<file path="src/rtl/vpu_dma.sv">
// VPU DMA initiator: programs AutoOffset and VRAM address, then streams data-port
// writes from system memory (copy) or a constant (fill), relying on VPU auto-increment.
module vpu_dma #(
    parameter int WR_GAP = 2,
    parameter int SRC_W  = 16
) (
    input  logic             i_clk,
    input  logic             i_rst_n,
    input  logic             i_start,
    input  logic             i_mode,
    input  logic [12:0]      i_dst_addr,
    input  logic [SRC_W-1:0] i_src_addr,
    input  logic [12:0]      i_len,
    input  logic [7:0]       i_step,
    input  logic [7:0]       i_fill_byte,
    input  logic             i_abort,
    output logic             o_busy,
    output logic             o_done,
    output logic             o_mem_rd,
    output logic [SRC_W-1:0] o_mem_addr,
    input  logic             i_mem_ack,
    input  logic [7:0]       i_mem_di,
    output logic             o_vpu_cs,
    output logic             o_vpu_rw,
    output logic [3:0]       o_vpu_ad,
    output logic [7:0]       o_vpu_do
);

    // state   | meaning
    // IDLE    | waiting for start
    // SET_OFS | strobe AutoOffset ($5)
    // OFS_W   | idle cycle after $5
    // SET_HI  | strobe VRAM address high ($2)
    // HI_W    | idle cycle after $2
    // SET_LO  | strobe VRAM address low ($3)
    // LO_W    | idle cycle after $3
    // FETCH   | memory read outstanding (copy only)
    // WRITE   | strobe data port ($0)
    // GAP     | WR_GAP idle cycles for the VPU write pipeline
    // FIN     | one-cycle done pulse
    typedef enum logic [3:0] {
        ST_IDLE, ST_SET_OFS, ST_OFS_W, ST_SET_HI, ST_HI_W, ST_SET_LO, ST_LO_W,
        ST_FETCH, ST_WRITE, ST_GAP, ST_FIN
    } state_t;

    localparam int GAP_W = (WR_GAP > 1) ? $clog2(WR_GAP) : 1;

    state_t           r_state;
    state_t           w_next;
    logic [12:0]      r_cnt;
    logic [SRC_W-1:0] r_src;
    logic             r_mode;
    logic [12:0]      r_dst;
    logic [7:0]       r_fill;
    logic [GAP_W-1:0] r_gap;

    logic             r_busy, r_done, r_mem_rd, r_cs, r_rw;
    logic [3:0]       r_ad;
    logic [7:0]       r_do;
    logic             w_busy, w_done, w_mem_rd, w_cs;
    logic [3:0]       w_ad;
    logic [7:0]       w_do;

    always_ff @(posedge i_clk or negedge i_rst_n) begin
        if (!i_rst_n) r_state <= ST_IDLE;
        else          r_state <= w_next;
    end

    always_comb begin
        w_next = r_state;
        if (r_state == ST_IDLE) begin
            if (i_start) w_next = (i_len == 13'd0) ? ST_FIN : ST_SET_OFS;
        end else if (r_state == ST_FIN) begin
            w_next = ST_IDLE;
        end else if (i_abort) begin
            w_next = ST_FIN;
        end else begin
            case (r_state)
                ST_SET_OFS: w_next = ST_OFS_W;
                ST_OFS_W:   w_next = ST_SET_HI;
                ST_SET_HI:  w_next = ST_HI_W;
                ST_HI_W:    w_next = ST_SET_LO;
                ST_SET_LO:  w_next = ST_LO_W;
                ST_LO_W:    w_next = r_mode ? ST_FETCH : ST_WRITE;
                ST_FETCH:   if (i_mem_ack) w_next = ST_WRITE;
                ST_WRITE:   w_next = ST_GAP;
                ST_GAP: begin
                    if (r_gap == '0) begin
                        if (r_cnt == 13'd0) w_next = ST_FIN;
                        else                w_next = r_mode ? ST_FETCH : ST_WRITE;
                    end
                end
                default:    w_next = ST_IDLE;
            endcase
        end
    end

    // Outputs are decoded from the next state and registered, so they line up with r_state.
    always_comb begin
        w_cs     = 1'b0;
        w_ad     = r_ad;
        w_do     = r_do;
        w_mem_rd = (w_next == ST_FETCH);
        w_busy   = (w_next != ST_IDLE) && (w_next != ST_FIN);
        w_done   = (w_next == ST_FIN);
        case (w_next)
            ST_SET_OFS: begin w_cs = 1'b1; w_ad = 4'h5; w_do = i_step; end
            ST_SET_HI:  begin w_cs = 1'b1; w_ad = 4'h2; w_do = {3'b000, r_dst[12:8]}; end
            ST_SET_LO:  begin w_cs = 1'b1; w_ad = 4'h3; w_do = r_dst[7:0]; end
            ST_WRITE:   begin w_cs = 1'b1; w_ad = 4'h0; w_do = r_mode ? i_mem_di : r_fill; end
            default:    ;
        endcase
    end

    always_ff @(posedge i_clk or negedge i_rst_n) begin
        if (!i_rst_n) begin
            r_busy   <= 1'b0;
            r_done   <= 1'b0;
            r_mem_rd <= 1'b0;
            r_cs     <= 1'b0;
            r_rw     <= 1'b1;
            r_ad     <= 4'h0;
            r_do     <= 8'h00;
        end else begin
            r_busy   <= w_busy;
            r_done   <= w_done;
            r_mem_rd <= w_mem_rd;
            r_cs     <= w_cs;
            r_rw     <= ~w_cs;
            r_ad     <= w_ad;
            r_do     <= w_do;
        end
    end

    always_ff @(posedge i_clk or negedge i_rst_n) begin
        if (!i_rst_n) begin
            r_cnt  <= 13'd0;
            r_src  <= '0;
            r_mode <= 1'b0;
            r_dst  <= 13'd0;
            r_fill <= 8'h00;
            r_gap  <= '0;
        end else begin
            if (r_state == ST_IDLE && i_start) begin
                r_cnt  <= i_len;
                r_src  <= i_src_addr;
                r_mode <= i_mode;
                r_dst  <= i_dst_addr;
                r_fill <= i_fill_byte;
            end
            if (r_state == ST_FETCH && i_mem_ack && !i_abort) r_src <= r_src + SRC_W'(1);
            if (r_state == ST_WRITE) begin
                r_cnt <= r_cnt - 13'd1;
                r_gap <= GAP_W'(WR_GAP - 1);
            end
            if (r_state == ST_GAP && r_gap != '0) r_gap <= r_gap - GAP_W'(1);
        end
    end

    assign o_busy     = r_busy;
    assign o_done     = r_done;
    assign o_mem_rd   = r_mem_rd;
    assign o_mem_addr = r_src;
    assign o_vpu_cs   = r_cs;
    assign o_vpu_rw   = r_rw;
    assign o_vpu_ad   = r_ad;
    assign o_vpu_do   = r_do;

endmodule

</file>
<file path="config.mk">
export PLATFORM = sky130hd
export DESIGN_NAME = vpu_dma
export DESIGN_NICKNAME = d
export VERILOG_FILES = /design/src/rtl/vpu_dma.sv
export SDC_FILE = /design/constraint.sdc
export NUM_CORES = 1
export LEC_CHECK = 0
export ABC_CLOCK_PERIOD_IN_PS = 3200
export CORE_ASPECT_RATIO = 0.8
export CORE_UTILIZATION = 45
export CTS_BUF_LIST = sky130_fd_sc_hd__clkbuf_8
export DETAILED_ROUTE_END_ITERATION = 7
export PLACE_DENSITY = 0.75
export REMOVE_ABC_BUFFERS = 1
export SLEW_MARGIN = 20
export SYNTH_ARGS = -nofsm -noshare
export SYNTH_HDL_FRONTEND = slang
export SYNTH_SLANG_ARGS = --single-unit
</file>
<file path="constraint.sdc">
create_clock -name i_clk -period 3.2 [get_ports i_clk]
set_input_delay 0.32 -clock i_clk [delete_from_list [all_inputs] [get_ports i_clk]]
set_output_delay 0.32 -clock i_clk [all_outputs]
set_load 0.02 [all_outputs]
</file>
==> results_dict.tcl, run 1 <==
set metrics [dict create \
    status "finished clean" \
    postSynthCellCount 421 \
    p_leak_nw 2.29 \
    synth-async-reset-ratio_pct 100 \
    maxSlewHeadroom_pct 48.0 \
    postCtsSetupRepairBufs 0 \
    cts_buffer_depth 2 \
    ant_nets 0 \
    route.detailed.drc 0 \
    grt_pass1_vias 3603 \
    row_count 29 \
    area_delta_synth_final_pct 35.2 \
    place.gp.congestion 0.877 \
    wl_per_cell_um 17.1 \
    dieArea_mm2 0.00901 \
    grt_pass1_wl_um 17700 \
    post-route-min-period_ns 2.87 \
    nNetsFinal 598 \
    ioPinCount 105 \
    grt_util_all_layers_pct 25.0 \
    powerDensity_mw_per_mm2 964 \
    synth_edf_count 0 \
    diodes 0 \
    setup.worst_path.end_class "flop" \
    max_clock_freq_ghz 0.348 \
    drv_slew 0 \
    die_height_um 85.1 \
    fin_util_pct 64.4 \
    finalSetupViolations 0 \
    wl_met2_um 5090 \
    design_area_mm2 0.00525 \
    required_ns 3.44 \
    via_per_inst 5.74 \
    synth_warnings 0 \
    critPathArrivalTime_ns 3.11 \
    wirelength_um 10900 \
    place_hpwl_um 7790 \
    hold_viol_final 0 \
    die_w_um 106 \
    top_layer "met4" \
    synth_area_mm2 0.00389 \
    num_vias 3656 \
    cts.clk_slew.worst_paths_ns 0.08 \
    h-tree-depth 3 \
    yosys_most_used_dff "dfrtp_1" \
    grt_setup_unrepaired "no" \
    ir_drop_mv 0.509 \
    post_cts_resized 0 \
    start_util_pct 47.6 \
    first_iter_violations 228 \
    period_share_pct 89.7 \
    cts-root-buf "clkbuf_8" \
    cts_inserted_buffers 9 \
    path_max_fanout 13 \
    max_slew.worst_pin.slew_ns 0.780 \
    drt-pass1-iter-count 4 \
    clkLatencyLatePin_ns 0.35 \
    gr-total-overflow 0 \
    yosysSeqAreaShare_pct 46.4 \
    min_path_type "in -> async" \
    grt_max_degree 42 \
    synth_seq_cells 72 \
    skew_ns 0.0145 \
    synth_cell_type_count 68 \
    antenna_found_initial 0 \
    cts_tree "built" \
    crit_type "reg -> reg" \
    wl_met1_um 5070 \
    portBuffers 103 \
    maxCapViolations 0 \
    drive_gt1_share_pct 11.7 \
    ctsHoldBuffers 0 \
    syn_avg_cell_area_um2 9.23 \
    start_kind "flop" \
    core_mm2 0.00816 \
    clock-sinks 72 \
    place_area_mm2 0.00504 \
    wl_met3_um 612 \
]
-- synth_stat cells (all sizes together), types with 3 or more instances --
cell type  number  area [um^2]
nand4           6         37.5
nor2b           3         18.8
and3           11         68.8
o21ai          20          108
inv            19         71.3
a22oi           5         37.5
a222oi          8         80.1
mux2            8         90.1
a221o           7         70.1
o211ai          3         22.5
nor3            8         45.0
nand2          90          338
nor3b           4         30.0
a21oi          16         80.1
a221oi          5         50.0
nand3          13         65.1
nand2b          3         18.8
dfrtp          71         1780
buf            11         72.6
clkbuf         13         48.8
nor2           33          131
nor4            6         58.8
o221a           7         78.8
a211oi          8         65.1
a31oi           4         25.0
-- layout make-up --
type,instances,area [um^2]
fill,679,2910
multi-input combinational,306,1890
sequential,72,1800
timing repair buffer,116,1140
tap,108,135
clock buffer,9,124
clock inverter,7,93.8
inverter,19,71.3
-- per-layer routing --
metal / global-route usage [%] / up-vias
met1: 35.1 / 1764
met3: 5.22 / 10
met5: 0 / -
li1: - / 1737
met4: 6.69 / 0
met2: 39.3 / 145
-- placed cells by master, fill, tap and decap left out, types with 3 or more instances in the layout --
master             n
nand2b_1           3
mux2_2             8
inv_1             18
dfrtp_1           71
clkdlybuf4s50_1  102
nand3_1           13
a21oi_1           16
nor3b_1            4
a221oi_1           4
nand4_1            6
clkbuf_8           9
nand2_1           90
o211ai_1           3
a211oi_1           7
o221a_2            7
a22oi_1            5
buf_4             12
and3_1            11
a222oi_1           8
nor2b_1            3
nor4_1             4
a31oi_1            4
nor3_1             7
a221o_1            7
nor2_1            32
o21ai_0           16
-- state kept, by name (all words and copies together), names as in the netlist, 3 cells and up --
signal      count
r_dst          13
r_fill          8
r_state         4
o_vpu_ad        3
o_mem_addr     16
o_vpu_do        8
r_cnt          13
-- power breakdown --
part	leakage (nW)	total, mW	switching, mW	internal [mW]
combinational	1.31	2.55	1.38	1.17
sequential	0.871	1.71	0.374	1.34
clock	0.111	0.803	0.363	0.440
total	2.29	5.07	2.12	2.95
-- through the flow --
stage | std cells | total power [mW] | setup TNS (ns) | hold slack, ns | setup slack [ns]
after CTS | 637 | 5.07 | 0 | 0.0581 | 0.346
after global routing | 637 | 5.41 | 0 | 0.0772 | 0.139
after global placement | 621 | 4.17 | 0 | 0.429 | 0.480
final | 637 | 5.07 | 0 | 0.0420 | 0.330
after detailed placement | 621 | 4.25 | 0 | 0.437 | 0.393
after floorplan | 397 | 3.24 | -0.00448 | 0.0244 | -0.00112
-- path summary, 6_finish.rpt --
check,from,end,slack [ns],depth (start not counted)
setup / recovery,r_state[1],o_vpu_do[1],0.33,7
hold / removal,i_rst_n,r_fill[7],0.04,1
setup reg to reg,r_state[1],o_vpu_do[1],0.33,7
hold reg to reg,r_fill[6],r_fill[6],0.48,2
max in group asynchronous,i_rst_n,o_vpu_rw,2.41,2
min in group i_clk,r_fill[6],r_fill[6],0.48,2
-- worst max-delay path: stages (launching register included) --
cell and delay (ns):
dfrtp_1 0.54, or4b_4 0.67, o21ai_2 0.11, a211oi_2 0.06
o41ai_4 0.39, and3_1 0.49, a222oi_1 0.19, a221oi_1 0.31
-- cell families after synthesis --
| group | count (synthesis) | synth area share, % |
|---|---|---|
| fa+ha+maj | 2 | 0.644 |
| flops | 72 | 46.4 |
| compound gates | 100 | 20.6 |
| other cells | 1 | 0.0965 |
| simple gates | 193 | 24.5 |
| buf+inv | 43 | 4.96 |
| mux | 9 | 2.58 |
| xor+xnor | 1 | 0.225 |
No activity file was read; power rests on OpenSTA's default activity.
==> run 2: changes to the inputs <==
--- a/config.mk
+++ b/config.mk
@@ -6,5 +6,4 @@
 export NUM_CORES = 1
 export LEC_CHECK = 0
-export ABC_CLOCK_PERIOD_IN_PS = 3200
 export CORE_ASPECT_RATIO = 0.8
 export CORE_UTILIZATION = 45
==> constraint.sdc (replaced) <==
create_clock -name i_clk -period 3.2 [get_ports i_clk]
set_input_delay 0.64 -clock i_clk [delete_from_list [all_inputs] [get_ports i_clk]]
set_output_delay 0.64 -clock i_clk [all_outputs]
set_load 0.02 [all_outputs]
==> results_dict.tcl, run 2 (synthesis results as in run 1) <==
set metrics [dict create \
    first_iter_violations 176 \
    post-route-min-period_ns 2.93 \
    antenna_found_initial 0 \
    wl_met1_um 5020 \
    p_clk_share_pct 15.9 \
    skew_ns 0.00929 \
    portBuffers 103 \
    startpoint "r_state[2]" \
    cts_tree "built" \
    gr-total-overflow 0 \
    setup.worst_path.end_class "flop" \
    cts.clk_slew.worst_paths_ns 0.08 \
    finalSetupViolations 0 \
    grt_pass1_wl_um 17400 \
    wl_met2_um 4870 \
    nNetsFinal 601 \
    p_int_mw 2.97 \
    drt-pass1-iter-count 5 \
    ioPinCount 105 \
    postCtsSetupRepairBufs 0 \
    largest_reg_flops 16 \
    grt_max_degree 42 \
    p_switching_mw 2.14 \
    diodes 0 \
    ant_nets 0 \
    seqPwrFrac_pct 33.7 \
    period_share_pct 91.6 \
    p_leak_nw 2.30 \
    die_w_um 106 \
    r2r_slack_ns 0.27 \
    fin_util_pct 64.7 \
    layout_common_cells "clkdlybuf4s50_1 (102), nand2_1 (90), dfrtp_1 (71)" \
    route.detailed.drc 0 \
    cts_buffer_depth 2 \
    place_hpwl_um 7760 \
    required_ns 3.45 \
    wl_per_cell_um 16.7 \
    max_clock_freq_ghz 0.341 \
    start_util_pct 47.6 \
    num_vias 3687 \
    drv_slew 0 \
    dieArea_mm2 0.00901 \
    via_per_inst 5.76 \
    die_height_um 85.1 \
    start_kind "flop" \
    maxCapViolations 0 \
    wl_met3_um 627 \
    max_slew.worst_pin.slew_ns 0.768 \
    top_layer "met4" \
    status "finished clean" \
    row_count 29 \
    area_delta_synth_final_pct 35.8 \
    wirelength_um 10700 \
    critPathArrivalTime_ns 3.18 \
    drive_gt1_share_pct 12.2 \
    grt_util_all_layers_pct 24.8 \
    final.setup.worst_slack_ns 0.269 \
    h-tree-depth 3 \
    grt_pass1_vias 3491 \
    ir_drop_mv 0.452 \
    crit_type "reg -> reg" \
    grt_setup_unrepaired "no" \
    fin_tns_setup_ns 0 \
    path_max_fanout 13 \
    r2r-start "r_state[2]" \
    fin_cells 640 \
    pwr-share-comb_pct 50.4 \
    cts-root-buf "clkbuf_8" \
    clock-sinks 72 \
    dp.cells 624 \
    whs_ns 0.349 \
    maxSlewHeadroom_pct 48.8 \
    min_path_type "in -> async" \
    place.gp.congestion 0.864 \
    pre_cts_ws_ns 0.0639 \
    clkLatencyLatePin_ns 0.35 \
    cts_inserted_buffers 9 \
    final_common_cell "clkdlybuf4s50_1" \
    reg2regPathDepth 7 \
    post_cts_resized 0 \
    powerDensity_mw_per_mm2 967 \
    core_mm2 0.00816 \
    ctsHoldBuffers 0 \
    r2r_end "o_vpu_do[4]" \
    hold_viol_final 0 \
    p_sw_share_pct 41.9 \
]
-- run 2: cell types whose count changed in the layout (fill, tap and decap cells not counted) --
cell,change
buf_4,+3
clkinv_2,-1
clkinv_4,+1
clkinvlp_4,+1
inv_6,-1
-- run 2: routing by layer --
metal	up-vias	track usage [%]
met3	17	4.53
li1	1745	-
met5	-	0
met1	1783	34.7
met2	142	38.3
met4	0	9.60
-- run 2: how the worst max path moves through the flow --
stage / end / slack (ns) / depth (start not counted)
floorplan: o_vpu_do[1] / -0.001 / 7
global placement: o_vpu_do[2] / 0.25 / 9
detailed placement: o_vpu_do[2] / 0.06 / 9
CTS: o_vpu_do[2] / 0.31 / 7
global route: o_vpu_do[1] / 0.10 / 8
finish: o_vpu_do[4] / 0.27 / 7
-- run 2: critical path, cell delays in order, from the launching register on --
cell	delay, ns
dfrtp_1	0.55
or4b_4	0.64
o21ai_2	0.10
a211oi_2	0.07
o41ai_4	0.45
and3_1	0.51
a222oi_1	0.19
a221oi_1	0.31
-- run 2: area by class of cell --
cell class / count / area (um^2)
Clock buffer: 9 / 124
Clock inverter: 7 / 96.3
Fill cell: 666 / 2890
Inverter: 19 / 71.3
Multi-Input combinational cell: 306 / 1890
Sequential cell: 72 / 1800
Tap cell: 108 / 135
Timing Repair Buffer: 119 / 1160
-- run 2: metrics by stage --
step | cell area (um^2) | power (mW)
after global routing | 5280 | 5.44
final | 5280 | 5.10
after detailed placement | 5060 | 4.29
after CTS | 5280 | 5.11
after floorplan | 3760 | 3.24
after global placement | 5060 | 4.19
-- run 2: power by group through the flow --
stage                     registers, mW  clock network [mW]  logic (mW)
after floorplan                    1.89                   0        1.35
after global placement             1.71                   0        2.48
after detailed placement           1.72                   0        2.57
after CTS                          1.71               0.830        2.57
after global routing               1.78               0.864        2.80
final                              1.72               0.810        2.57
==> run 3: changes to the inputs <==
Settings changed: CORE_MARGIN from default to 2.
Clock period 3.2 ns to 3.7 ns, I/O delays scaled along.
==> results_dict.tcl, run 3 (synthesis results as in run 1) <==
set metrics [dict create \
    final_common_cell "clkdlybuf4s50_1" \
    cts.clk_slew.worst_paths_ns 0.08 \
    critPathArrivalTime_ns 3.36 \
    skew_ns 0.00918 \
    cts_tree "built" \
    hold_viol_final 0 \
    largest_reg_flops 16 \
    post-route-min-period_ns 3.11 \
    cts_inserted_buffers 9 \
    row_count 30 \
    status "finished clean" \
    dieArea_mm2 0.00940 \
    layout_common_cells "clkdlybuf4s50_1 (102), nand2_1 (90), dfrtp_1 (71)" \
    first_iter_violations 205 \
    reg2regPathDepth 7 \
    wl_per_cell_um 16.7 \
    wl_met1_um 4910 \
    die_height_um 87.1 \
    grt_pass1_vias 3619 \
    max_clock_freq_ghz 0.322 \
    setup.worst_path.end_class "flop" \
    drt-pass1-iter-count 5 \
    cts-root-buf "clkbuf_8" \
    crit_buf_inv 0 \
    crit_type "reg -> reg" \
    max_slew.worst_pin.slew_ns 0.715 \
    h-tree-depth 3 \
    clock-sinks 72 \
    area_delta_synth_final_pct 34.0 \
    period_share_pct 84.0 \
    core_mm2 0.00845 \
    grt_setup_unrepaired "no" \
    wirelength_um 10700 \
    required_ns 3.95 \
    maxSlewHeadroom_pct 52.2 \
    critical_path.cell_chain "or4b_4, o21ai_2, a211oi_2, o41ai_4, and3_1, a222oi_1, a221oi_1" \
    num_vias 3671 \
    grt_max_degree 44 \
    post_cts_resized 0 \
    r2r-start "r_state[0]" \
    path_max_fanout 14 \
    drive_gt1_share_pct 11.4 \
    antenna_found_initial 0 \
    critPathMaxStageDelay_ns 0.69 \
    start_kind "flop" \
    die_w_um 108 \
    finalSetupViolations 0 \
    ir_drop_mv 0.338 \
    fin_tns_setup_ns 0 \
    r2r_end "o_vpu_do[3]" \
    drv_slew 0 \
    clkLatencyLatePin_ns 0.36 \
    critPathTopFamily "compound AO/OA/AOI/OAI gates" \
    place_hpwl_um 7740 \
    r2r_slack_ns 0.59 \
    maxCapViolations 0 \
    grt_pass1_wl_um 17400 \
    min_path_type "in -> async" \
    start_util_pct 46.0 \
    place.gp.congestion 0.904 \
    portBuffers 103 \
    top_layer "met4" \
    ant_nets 0 \
    cts_buffer_depth 2 \
    route.detailed.drc 0 \
    via_per_inst 5.75 \
    ctsHoldBuffers 0 \
    power_mw 4.30 \
    gr-total-overflow 0 \
    ioPinCount 105 \
    wl_met2_um 4910 \
    powerDensity_mw_per_mm2 825 \
    grt_util_all_layers_pct 23.6 \
    cp_slowest_cell "or4b_4" \
    diodes 0 \
    nNetsFinal 595 \
    wl_met3_um 718 \
    postCtsSetupRepairBufs 0 \
    p_leak_nw 2.26 \
]
run 3: cell type report:
class,instances,area (um^2)
Multi-Input combinational cell,306,1890
Tap cell,112,140
Sequential cell,72,1800
Fill cell,727,3240
Timing Repair Buffer,113,1100
Clock inverter,7,77.6
Inverter,19,71.3
Clock buffer,9,124
run 3: worst max path at each step:
| stage | slack, ns | end | startpoint | cells past startpoint |
|---|---|---|---|---|
| after global placement | 0.56 | o_vpu_ad[1] | i_len[5] | 10 |
| after global routing | 0.36 | o_vpu_do[2] | r_state[0] | 7 |
| after detailed placement | 0.46 | o_vpu_do[4] | i_len[10] | 9 |
| after floorplan | 0.50 | o_vpu_do[1] | r_state[0] | 7 |
| after CTS | 0.60 | o_vpu_do[4] | r_state[0] | 7 |
| final | 0.59 | o_vpu_do[3] | r_state[0] | 7 |
run 3: per-layer routing:
| metal | vias up | track usage, % |
|---|---|---|
| met3 | 14 | 5.46 |
| met2 | 139 | 36.8 |
| met1 | 1775 | 33.5 |
| li1 | 1743 | - |
| met5 | - | 0 |
| met4 | 0 | 6.06 |
run 3: stage by stage:
stage	instances	utilization [%]	worst slack, ns	area, um^2	hold slack (ns)
after floorplan	397	-	0.499	3760	0.442
after global placement	622	59.3	0.560	5010	0.457
after detailed placement	622	59.3	0.458	5010	0.466
after CTS	638	61.7	0.600	5210	0.409
after global routing	638	61.7	0.363	5210	0.435
final	638	61.7	0.591	5210	0.401
run 3: power by group:
part / internal (mW) / switching (mW) / leakage (nW)
Clock: 0.318 / 0.327 / 0.101
Combinational: 0.983 / 1.15 / 1.29
Sequential: 1.16 / 0.354 / 0.871
==> variant 1 (settings of run 2) <==
`r_ad` no longer has a reset.
--- a/src/rtl/vpu_dma.sv
+++ b/src/rtl/vpu_dma.sv
@@ -119,7 +119,6 @@
             r_mem_rd <= 1'b0;
             r_cs     <= 1'b0;
             r_rw     <= 1'b1;
-            r_ad     <= 4'h0;
             r_do     <= 8'h00;
         end else begin
             r_busy   <= w_busy;
@@ -127,9 +126,12 @@
             r_mem_rd <= w_mem_rd;
             r_cs     <= w_cs;
             r_rw     <= ~w_cs;
-            r_ad     <= w_ad;
             r_do     <= w_do;
         end
+    end
+
+    always_ff @(posedge i_clk) begin
+        r_ad <= w_ad;
     end
 
     always_ff @(posedge i_clk or negedge i_rst_n) begin
Formal check against the unedited RTL: not equivalent (a bounded check fails within 4 cycles, from zero or initial values and one cycle with i_rst_n low).
==> variant 1 against run 2 <==
  * Setup slack worse by 0.051 ns
  * Power down 3.6%
  * Clock skew up 0.0043 ns
  * First-iteration DRC count up 63%
  * Synthesized cell count down 1.9%
  * Sequential cell count unchanged
  * Area after synthesis down 3.1%
  * Final area down 2.1%
  * Non-clock buffer count unchanged
  * Routed wire length down 1.7%
  * Critical path type unchanged
  * Largest cell class is now flip-flops and latches
  * Highest routed layer unchanged
==> variant 1: results (changes against run 2) <==
----------------------------------------------------
[Power]
  Maximum vdd ir drop ... 0.587 mV (was 0.452 mV)
  Power density over cell area ... 952 nW/µm² (was 967 nW/µm²)
  Switching share of power ... 0.425 (was 0.419)
  Leak pwr ... 2.15 nW (was 2.30 nW)
  Clock share of power ... 0.145 (was 0.159)
  Register share of total power ... 0.361 (was 0.337)

[Drt]
  Iteration count of the initial detailed-routing pass ... 4 (was 5)
  Detailed route wirelength on metal2 ... 4910 µm (was 4870 µm)
  Met3 WL ... 743 µm (was 627 µm)
  Met1 Wirelength ... 4810 µm (was 5020 µm)
  Vias after detailed routing ... 3,653 (was 3,687)
  Number of DRC markers in iteration 0 ... 287 (was 176)

[Synthesis]
  Average cell area after synthesis ... 9.12 µm² (was 9.23 µm²)
  Share of Yosys cell area claimed by the top area cell type ... 0.452 (was 0.457)
  Top post-synthesis cells by area ... sky130_fd_sc_hd__dfrtp_1 45%, sky130_fd_sc_hd__nand2_1 9.3%, sky130_fd_sc_hd__nor2_1 3.7% (was sky130_fd_sc_hd__dfrtp_1 46%, sky130_fd_sc_hd__nand2_1 8.7%, sky130_fd_sc_hd__nor2_1 3.1%)
  Fraction of the mapped netlist area in compound gates ... 0.199 (was 0.206)
  Sequential element share of the synthesized area ... 0.483 (was 0.464)
  Post-synthesis async set-or-reset flop share ... 0.958 (was 1.00)
  Fraction of synthesized cell area in xor and xnor cells ... 0.00233 (was 0.00225)
  Mux cell area share after synthesis ... 0.0276 (was 0.0258)
  Synthesized-area fraction occupied by adder cells ... 0.00665 (was 0.00644)

[Place]
  Placed standard-cell area ... 4920 µm² (was 5060 µm²)
  Placed wire-length estimate ... 7480 µm (was 7760 µm)

[Global routing]
  Fraction of met2 tracks used by global routing ... 0.402 (was 0.383)
  Overall routing resource usage ... 0.259 (was 0.248)
  Met1 Usage GRT ... 0.364 (was 0.347)
  Largest net degree at the start of global routing ... 44 (was 42)
  Global routing usage on met3 ... 0.0718 (was 0.0453)
  Global-route wire length before repair ... 17,900 µm (was 17,400 µm)

[Cells and area]
  Final Instance Count excl. Fillers ... 634 (was 640)
  Post-layout net count ... 595 (was 601)

[Setup path]
  Highest cell delay on the worst timing path ... 0.69 ns (was 0.64 ns)
  Kind of cell adding the most delay to the critical path ... compound AO/OA/AOI/OAI gates (was simple AND/OR/NAND/NOR gates)
  Crit path max fanout ... 9 (was 13)
  Slowest-stage cell, CP ... sky130_fd_sc_hd__or4_1 (was sky130_fd_sc_hd__or4b_4)

[Run status]
  Status ... completed (unchanged)

[Timing]
  Worst max-slew margin expressed relative to the limit ... 0.475 (was 0.488)

----------------------------------------------------
variant 1: cell type report:
class	instances	area, µm²	area share
Clock inverter	7	63.8	0.0123
Multi-Input combinational cell	306	1820	0.352
Clock buffer	9	124	0.0240
Timing Repair Buffer	119	1160	0.224
Sequential cell	72	1820	0.352
Tap cell	108	135	0.0262
Inverter	13	51.3	0.00993
variant 1: path summary, 6_finish.rpt:
| check | to | slack [ns] |
|---|---|---|
| max in group asynchronous | o_vpu_rw | 2.10 |
| worst min-delay path | o_vpu_cs | 0.36 |
| min in group i_clk | r_fill[1] | 0.48 |
| worst max-delay path | o_vpu_do[6] | 0.22 |
| worst min register to register | r_fill[1] | 0.48 |
| worst max register to register | o_vpu_do[6] | 0.22 |
variant 1: timing repair:
| item | 4_1_cts | 5_1_grt |
|---|---|---|
| endpoints found under the setup margin | 0 | 9 |
| setup buffers | 0 | 5 |
| gates resized for setup | 0 | 5 |
==> variant 2 (settings of run 2) <==
Made on the original files. `SRC_W`: 16 -> 32.
--- a/src/rtl/vpu_dma.sv
+++ b/src/rtl/vpu_dma.sv
@@ -2,7 +2,7 @@
 // writes from system memory (copy) or a constant (fill), relying on VPU auto-increment.
 module vpu_dma #(
     parameter int WR_GAP = 2,
-    parameter int SRC_W  = 16
+    parameter int SRC_W  = 32
 ) (
     input  logic             i_clk,
     input  logic             i_rst_n,
Ports: changed (resized i_src_addr and o_mem_addr); port bits go from 105 to 137. The function was not compared with the original's and may differ.
==> variant 2 against run 2 <==
  * Final area rose by 23%
  * Routed wire length grew 28%
  * Combinational power rose by 28%
  * Maximum frequency is 1.1% lower
  * Clock power is 16% lower
  * Count of clock-buffer cells in the layout is 1 higher
  * Setup slack got worse by 0.033 ns
  * Area after synthesis increased by 22%
  * Power is 20% higher
  * Sequential cell count rose by 16
  * Critical endpoint is now o_vpu_do[1]
  * Highest routed layer unchanged
==> variant 2: results (changes against run 2) <==
----------------------------------------------------
[Run status]
  Status ... completed (unchanged)

[Timing]
  Count of final hold-check violations ... 0 (unchanged)
  Smallest hold slack ... 0.277 ns (was 0.349 ns)
  Worst max-slew margin expressed relative to the limit ... 0.578 (was 0.488)
  Max Clock Skew ... 0.0104 ns (was 0.00929 ns)

[Cells and area]
  Proportion of layout cells with a drive suffix above 1 ... 0.106 (was 0.122)
  Number of flip-flops under the largest register name ... 32 (was 16)
  Final Instance Count excl. Fillers ... 809 (was 640)
  Number of filler cells placed in the layout ... 912 (was 666)
  Post-layout net count ... 755 (was 601)

[Place]
  Cell Count Post-Placement ... 792 (was 624)
  DP Worst Slack ... -0.0925 ns (was 0.0639 ns)
  Port Buffer Count ... 135 (was 103)
  Placed wire-length estimate ... 9970 µm (was 7760 µm)
  Routability congestion estimate ... 0.875 (was 0.864)

[Power]
  Clock share of power ... 0.111 (was 0.159)
  Maximum vdd ir drop ... 0.442 mV (was 0.452 mV)
  Switching share of power ... 0.438 (was 0.419)
  Leak pwr ... 2.65 nW (was 2.30 nW)
  Comb group ... 3.30 mW (was 2.57 mW)

[Global routing]
  Number of global-route vias before repair ... 4,365 (was 3,491)
  Overall routing resource usage ... 0.259 (was 0.248)
  Largest net degree at the start of global routing ... 61 (was 42)
  Global-route wire length before repair ... 21,700 µm (was 17,400 µm)

[Setup path]
  Worst Reg2Reg Path Length in Cells ... 11 (was 7)
  Crit Reg-Reg Startpoint ... r_cnt[0] (was r_state[2])
  Endpoint of the worst register-to-register path ... o_vpu_do[1] (was o_vpu_do[4])
  Slack of the worst reg-to-reg path ... 0.24 ns (was 0.27 ns)
  Endpoint arrival time on the critical path ... 3.21 ns (was 3.18 ns)

[Drt]
  WL/cell ... 16.9 µm (was 16.7 µm)
  Number of DRC markers in iteration 0 ... 391 (was 176)
  Vias after detailed routing ... 4,635 (was 3,687)

[Clock tree]
  Clock tree buffer depth ... 2 (unchanged)

[Synthesis]
  Top post-synthesis cells by area ... sky130_fd_sc_hd__dfrtp_1 46%, sky130_fd_sc_hd__nand2_1 7.8%, sky130_fd_sc_hd__nor2_1 3.9% (was sky130_fd_sc_hd__dfrtp_1 46%, sky130_fd_sc_hd__nand2_1 8.7%, sky130_fd_sc_hd__nor2_1 3.1%)
  Number of distinct standard cells referenced by the synthesized netlist ... 65 (was 68)
  Top post-synthesis cells by count ... 99 x sky130_fd_sc_hd__nand2_1, 87 x sky130_fd_sc_hd__dfrtp_1, 50 x sky130_fd_sc_hd__nor2_1 (was 90 x sky130_fd_sc_hd__nand2_1, 71 x sky130_fd_sc_hd__dfrtp_1, 32 x sky130_fd_sc_hd__nor2_1)
  Sequential element share of the synthesized area ... 0.464 (about the same)
  Post-synthesis async set-or-reset flop share ... 1.00 (unchanged)
  Average cell area after synthesis ... 8.99 µm² (was 9.23 µm²)

----------------------------------------------------
[variant 2: cell types whose count changed after synthesis, sizes merged, moves of 5 or more]
| cell | run 2 | this run |
|---|---|---|
| a211oi | 8 | 19 |
| nand3 | 13 | 20 |
| nand2 | 90 | 99 |
| o2111ai | 0 | 5 |
| a22o | 0 | 7 |
| nor2 | 33 | 53 |
| a21oi | 16 | 29 |
| o221a | 7 | 1 |
| a221oi | 5 | 0 |
| dfrtp | 71 | 87 |
| o21a | 2 | 7 |
| o21ai | 20 | 27 |
| a311oi | 2 | 12 |
[variant 2: area by class of cell]
class                           count  area (µm²)  share of cell area
Sequential cell                    88        2200               0.340
Multi-Input combinational cell    392        2330               0.361
Clock inverter                      5        35.0             0.00541
Inverter                           18        67.6              0.0104
Tap cell                          140         175              0.0271
Timing Repair Buffer              156        1520               0.235
Clock buffer                       10         138              0.0213
[variant 2: cells by family after synthesis]
logic type | count (synthesis) | synth area share
AO/OA/AOI/OAI | 147 | 0.223
other | 1 | 0.000789
buffers and inverters | 49 | 0.0469
adder cells (fa/ha/maj) | 2 | 0.00526
AND/OR/NAND/NOR | 233 | 0.240
multiplexers | 8 | 0.0190
flip-flops | 88 | 0.464
XOR/XNOR | 1 | 0.00184
[variant 2: worst max-delay path by stage]
stage | from | to | slack (ns)
finish | r_cnt[0] | o_vpu_do[1] | 0.24
floorplan | r_state[0] | o_vpu_do[0] | -0.44
global route | r_cnt[0] | o_vpu_do[3] | 0.02
detailed placement | i_start | o_vpu_do[1] | -0.09
global placement | i_start | o_vpu_do[2] | 0.006
CTS | r_state[3] | o_vpu_do[7] | 0.21
[variant 2: layer usage]
layer / wire, µm / track usage / part of all wire
met1: 6370 / 0.362 / 0.46
met2: 6250 / 0.400 / 0.46
met3: 899 / 0.0581 / 0.066
met4: 183 / 0.0770 / 0.013
met5: 0 / 0 / 0
[variant 2: stage by stage]
stage	setup TNS, ns	power, mW	util	cell area [µm²]
3_5_place_dp	-0.603	5.40	0.613	6280
2_1_floorplan	-3.94	4.05	-	4600
3_3_place_gp	0	5.28	0.613	6280
4_1_cts	0	6.11	0.630	6450
5_1_grt	0	6.58	0.632	6470
6_report	0	6.15	0.632	6470
[variant 2: worst max-delay path, cell delays in order, from the launching register on]
cell and delay, ns:
sky130_fd_sc_hd__dfrtp_1 0.39, sky130_fd_sc_hd__inv_1 0.11, sky130_fd_sc_hd__ha_1 0.19, sky130_fd_sc_hd__nor3b_1 0.20, sky130_fd_sc_hd__buf_4 0.16, sky130_fd_sc_hd__nand4b_2 0.17
sky130_fd_sc_hd__o21a_1 0.25, sky130_fd_sc_hd__o31ai_4 0.27, sky130_fd_sc_hd__nor4b_4 0.36, sky130_fd_sc_hd__a22o_2 0.38, sky130_fd_sc_hd__inv_2 0.12, sky130_fd_sc_hd__a22o_1 0.25
